### config.mk
export PLATFORM = sky130hd
export DESIGN_NAME = serial_adder
export DESIGN_NICKNAME = d
export VERILOG_FILES = /design/src/rtl/serial_adder.sv
export SDC_FILE = /design/constraint.sdc
export NUM_CORES = 1
export LEC_CHECK = 0
export CORE_MARGIN = 4
export CORE_UTILIZATION = 35
export DETAILED_ROUTE_END_ITERATION = 7
export PLACE_DENSITY = 0.56
export SKIP_LAST_GASP = 1
export SYNTH_ARGS = -nofsm -noshare
export SYNTH_HDL_FRONTEND = slang
export SYNTH_SLANG_ARGS = --single-unit
### constraint.sdc
create_clock -name clk -period 1.6 [get_ports clk]
set_input_delay 0.24 -clock clk [delete_from_list [all_inputs] [get_ports clk]]
set_output_delay 0.24 -clock clk [all_outputs]
set_load 0.02 [all_outputs]
### src/rtl/serial_adder.sv
// Bit-serial adder: one full-adder cell, one bit per clock, LSB first.
// z/co are architectural registers updated only when the last bit is added.

module full_adder (
    input  logic a,
    input  logic b,
    input  logic c,
    output logic s,
    output logic co
);
    assign s  = a ^ b ^ c;
    assign co = (a & b) | (a & c) | (b & c);
endmodule

module serial_adder #(
    parameter int WIDTH = 8
) (
    input  logic             clk,
    input  logic             rst_n,
    input  logic             start,
    input  logic [WIDTH-1:0] x,
    input  logic [WIDTH-1:0] y,
    input  logic             ci,
    output logic             busy,
    output logic             done,
    output logic [WIDTH-1:0] z,
    output logic             co
);
    localparam int CW = $clog2(WIDTH);

    typedef enum logic [1:0] {IDLE, ADD, DONE} state_t;

    state_t           state_q, state_d;
    logic [WIDTH-1:0] x_q, y_q, sum_q;
    logic             c_q;
    logic [CW-1:0]    cnt_q;
    logic             s_bit, c_bit, last;
    logic [WIDTH-1:0] sum_next;

    full_adder u_fa (
        .a  (x_q[0]),
        .b  (y_q[0]),
        .c  (c_q),
        .s  (s_bit),
        .co (c_bit)
    );

    assign last     = (cnt_q == CW'(WIDTH - 1));
    assign sum_next = {s_bit, sum_q[WIDTH-1:1]};

    always_ff @(posedge clk or negedge rst_n) begin
        if (!rst_n) state_q <= IDLE;
        else        state_q <= state_d;
    end

    always_comb begin
        state_d = state_q;
        busy    = 1'b0;
        done    = 1'b0;
        case (state_q)
            IDLE: if (start) state_d = ADD;
            ADD: begin
                busy = 1'b1;
                if (last) state_d = DONE;
            end
            DONE: begin
                done    = 1'b1;
                state_d = IDLE;
            end
            default: state_d = IDLE;
        endcase
    end

    always_ff @(posedge clk or negedge rst_n) begin
        if (!rst_n) begin
            x_q   <= '0;
            y_q   <= '0;
            sum_q <= '0;
            c_q   <= 1'b0;
            cnt_q <= '0;
            z     <= '0;
            co    <= 1'b0;
        end else begin
            case (state_q)
                IDLE: if (start) begin
                    x_q   <= x;
                    y_q   <= y;
                    c_q   <= ci;
                    cnt_q <= '0;
                end
                ADD: begin
                    sum_q <= sum_next;
                    x_q   <= x_q >> 1;
                    y_q   <= y_q >> 1;
                    c_q   <= c_bit;
                    cnt_q <= cnt_q + CW'(1);
                    // Publish the full result only once every bit has been summed
                    if (last) begin
                        z  <= sum_next;
                        co <= c_bit;
                    end
                end
                default: ;
            endcase
        end
    end
endmodule

# Yosys cells after proc, flatten, opt, wreduce, memory -nomap -nowiden
# Cells that the tools add are included.
[word_totals]
ff_bits = 39
input_bits = 20
out_inout_bits = 11
elab_cells = 39
[op_classes]
n_addsub = 1
n_eq_ne = 5
n_mux = 13
bitwise_logic = 7
n_reduce_logical = 5
[ops]
columns = ["op", "n"]
rows = [
  ["one-hot mux 8 bit (2 select lines)", 2],
  ["2-to-1 mux 8 bit", 2],
  ["one-hot mux 3 bit (2 select lines)", 1],
  ["AND reduction 2 bit", 3],
  ["2-to-1 mux 2 bit", 2],
  ["inequality test 2 bit, second input constant", 2],
  ["one-hot mux 2 bit (2 select lines)", 1],
  ["adder 3 x 1 -> 3 bit, second input constant", 1],
  ["bitwise AND 1 bit", 3],
  ["== test 3 bit, second input constant", 1],
  ["2-to-1 mux 1 bit", 3],
  ["2-to-1 mux 3 bit", 1],
  ["== test 2 x 1 -> 1 bit, second input constant", 1],
  ["== test 2 bit, second input constant", 1],
  ["logical NOT 2 bit", 1],
  ["OR 1 bit", 2],
  ["one-hot mux 1 bit (2 select lines)", 1],
  ["nonzero test 2 bit", 1],
  ["bitwise XOR 1 bit", 2],
]

# Depth between registers and ports, before layout
[depth]
ltp_word = 4
depth_mapped = 5
depth_no_buf = 4

# Cells and area by module
# Synthesis repeated with hierarchy kept, for this count alone.
[hier_totals]
hier_cells = 126
area_unflattened_um2 = 1662.8
[by_module_without_submodules]
columns = ["module", "instances", "cells_per_inst", "area_per_inst_um2", "seq_area_each_um2"]
rows = [
  ["serial_adder", 1, 125, 1642.8, 950.9],
  ["full_adder", 1, 1, 20.0, 0.0],
]

# Least setup slack after synthesis
# Ideal clock, no wire load.
[synth_timing]
path_kind = "reg-to-reg"
start = "reg cnt_q[0]"
end = "reg co"
setup_ns = 0.125
arrival_ns = 1.225
required_ns = 1.475
slack_ns = 0.250
stages_incl_launch_ff = 5
n_path_buf = 0
cell_sequence = "dfrtp_1 > ha_1 > ha_1 > nand2_8 > mux2_4"
[synth_between]
elab_chain_len = 2
[synth_lines]
columns = ["item", "line", "source"]
rows = [
  ["from (decl)", "36", "logic [CW-1:0] cnt_q;"],
  ["from (signal assigned)", "96", "cnt_q <= cnt_q + CW'(1);"],
  ["== test 3 bit", "48", "assign last = (cnt_q == CW'(WIDTH - 1));"],
  ["AND reduction 2 bit (no source line)", "-", ""],
  ["to (signal assigned)", "100", "co <= c_bit;"],
  ["to (decl)", "27", "output logic co"],
]
# No other way between the ends.
# A chain may end at the register's enable or synchronous reset.

# Worst setup path in the final report
[layout_timing]
start = "reg z[6]"
end = "out z[6]"
[layout_rtl]
columns = ["item", "line", "source"]
rows = [
  ["from (decl)", "26", "output logic [WIDTH-1:0] z,"],
  ["from (signal assigned)", "99", "z <= sum_next;"],
]
# No word-level cell between the ends.

==> results.json <==
{
  "status": "complete, no violations",
  "synth_edf_count": 0,
  "async_flop_share": 1.00,
  "yosysTopAreaCell": "dfrtp_1",
  "synth_ff_type": "dfrtp_1",
  "yosysUniqueCellTypes": 26,
  "vias": 1233,
  "gr-total-overflow": 0,
  "drc": 0,
  "cp.arrival_ns": 1.25,
  "critical_path.top_delay_family": "buffers and inverters",
  "syn_area_um2": 1680,
  "gp_congestion": 0.804,
  "numCtsBuffers": 5,
  "relSlewSlack": 0.747,
  "synth.yosys.seq_area_share": 0.566,
  "synth_most_common_cell": "dfrtp_1",
  "yosysTopAreaCellShare": 0.566,
  "power.density_nw_per_um2": 1970,
  "drv_slew": 0,
  "die_w_um": 77.3,
  "layout_min_cycle_time_ns": 1.49,
  "ys_seq_elements": 38,
  "antenna_cells": 0,
  "wire_per_inst_um": 14.6,
  "first_global_vias": 1271,
  "max_slew.worst_pin.slew_ns": 0.380,
  "dieArea_um2": 5970,
  "rsz0062_at_grt": "false",
  "htree_num_levels": 2,
  "vias_per_cell": 5.27,
  "grt_first_pass_wirelength_mm": 6.16,
  "finalSetupTns_ns": 0,
  "total_power_mw": 4.30,
  "setup_viol": 0,
  "io_pins": 31,
  "synth_cells": 141,
  "synth_common_cells": "38 x dfrtp_1, 24 x o22ai_1, 23 x nand2_1",
  "cp_slowest_cell": "clkdlybuf4s50_1",
  "areaGrowthSynthToFinish_pct": 29.7,
  "ant_nets": 0,
  "die_h_um": 77.3,
  "num_rows": 24,
  "start_kind": "flop",
  "worstPathRequired_ns": 1.36,
  "max_stage_delay_ns": 0.61,
  "fmax_mhz": 671,
  "yosysWarnings": 0,
  "min_path_type": "primary input to async pin",
  "setup_ws_ns": 0.110,
  "critical_path_class": "flop to output port",
  "start_util": 0.373,
  "reg2reg_depth": 4,
  "cts_buffer_depth": 2,
  "ir_drop_mv": 0.833,
  "drv_cap": 0,
  "drtPass1Iterations": 4,
  "totalWireLength_mm": 3.41,
  "drive_above_1_share": 0.170,
  "port_buffers": 30,
  "worst-path-stages": 1,
  "drt-initial-drc-count": 44,
  "clock-root-buffer": "clkbuf_8",
  "critPathMaxFanout": 2,
  "p_leak_nw": 0.988,
  "antenna_found_initial": 0,
  "netlist_top_cells_area": "dfrtp_1 57%, o22ai_1 8.9%, mux2_4 8.0%",
  "period_share": 0.931,
  "syn_nets": 164,
  "place_ws_ns": 0.0950,
  "dp_hpwl_mm": 2.39,
  "core_area_um2": 4500,
  "cts_tree": "yes",
  "insertion_delay_ns": 0.29,
  "worstSetupEndpointType": "output port",
  "nets": 204,
  "clock-sinks": 38,
  "path_buf_inv": 1,
  "fin_skew_ns": 0.00141,
  "grt_max_degree": 39,
  "cts_hold_buf": 0,
  "cp_cell_sequence": "clkdlybuf4s50_1",
  "syn_area_per_cell_um2": 11.9,
  "clk_pin_slew_ns": 0.07,
  "grt_usage": 0.131,
  "timing_hold_violations_final": 0
}
[power by group]
part           leakage (nW)  total, mW  switching (mW)  internal, mW
combinational         0.479       1.79           0.858         0.931
clock                0.0579      0.796           0.338         0.458
sequential            0.451       1.72           0.303          1.41
total                 0.988       4.30            1.50          2.80
[cell usage in the layout (no fill, tap or decap)]
master,netlist,final
a2bb2oi_1,4,4
o221a_2,1,1
inv_1,3,3
inv_4,1,1
buf_12,1,1
clkbuf_8,0,5
ha_1,2,2
o21ai_0,3,3
nand2_8,1,1
dfrtp_1,38,38
or2b_1,1,1
clkinv_2,0,2
a32o_1,1,1
nand2b_1,2,2
bufinv_16,0,1
buf_4,0,9
and2b_1,1,1
nand2_1,23,23
a22o_1,2,2
or4b_1,1,1
mux2_4,9,9
nor2_1,3,3
o22ai_1,24,24
o21bai_1,1,1
fa_1,1,1
clkdlybuf4s50_1,0,28
dlygate4sd2_1,0,2
a21oi_1,11,11
nand2b_4,1,1
[worst paths after layout]
kind / from / endpoint / slack [ns]
max: z[6]$_DFFE_PN0P_ / z[6] / 0.11
min: rst_n / z[0]$_DFFE_PN0P_ / 0.32
max reg2reg: cnt_q[0]$_DFFE_PN0P_ / z[6]$_DFFE_PN0P_ / 0.18
min reg2reg: sum_q[1]$_DFFE_PN0P_ / sum_q[1]$_DFFE_PN0P_ / 0.47
max in group asynchronous: rst_n / x_q[2]$_DFFE_PN0P_ / 1.10
min in group clk: sum_q[1]$_DFFE_PN0P_ / sum_q[1]$_DFFE_PN0P_ / 0.47
[logic make-up (layout without fill, tap and decap cells)]
| logic type | after synthesis | count (layout) | share of synthesized area |
|---|---|---|---|
| AOI/OAI and AO/OA | 47 | 47 | 0.180 |
| adders and majority gates | 3 | 3 | 0.0268 |
| buffers and inverters | 11 | 52 | 0.0462 |
| DFF | 38 | 38 | 0.566 |
| muxes | 9 | 9 | 0.0805 |
| and+or+nand+nor | 33 | 33 | 0.101 |
[metal layers]
metal,global-route usage,vias up,wire (um)
met5,0,-,0
met3,0.0398,7,231
met1,0.174,591,1540
li1,-,591,-
met2,0.189,44,1580
met4,0.0694,0,59
[stage by stage]
stage / area, um^2 / cells / util / hold slack, ns
3_3_place_gp: 2070 / 226 / 0.460 / 0.461
6_report: 2180 / 234 / 0.484 / 0.316
5_1_grt: 2180 / 234 / 0.484 / 0.312
4_1_cts: 2180 / 234 / 0.484 / 0.315
3_5_place_dp: 2070 / 226 / 0.460 / 0.464
2_1_floorplan: 1680 / 141 / - / -0.0556
[layout make-up]
class                   instances  area, um^2
repair buffers                 40         385
inverters                       4        17.5
well taps                      52        65.1
multi-input cells              92         651
fillers                       423        2330
flip-flops and latches         38         951
clock buffers                   5        68.8
clock inverters                 3        40.0
[registers in the layout (all words and copies together) (netlist names)]
| signal | cells |
|---|---|
| co | 1 |
| y_q | 8 |
| x_q | 8 |
| c_q | 1 |
| sum_q | 7 |
| cnt_q | 3 |
| z | 8 |
| state_q | 2 |
[repair_timing]
item,4_1_cts,5_1_grt
resized for setup,2,0
endpoints found under the hold margin,0,0
setup endpoints to repair,2,0
setup buffers,0,0
Power figures use the tool's default switching activity.
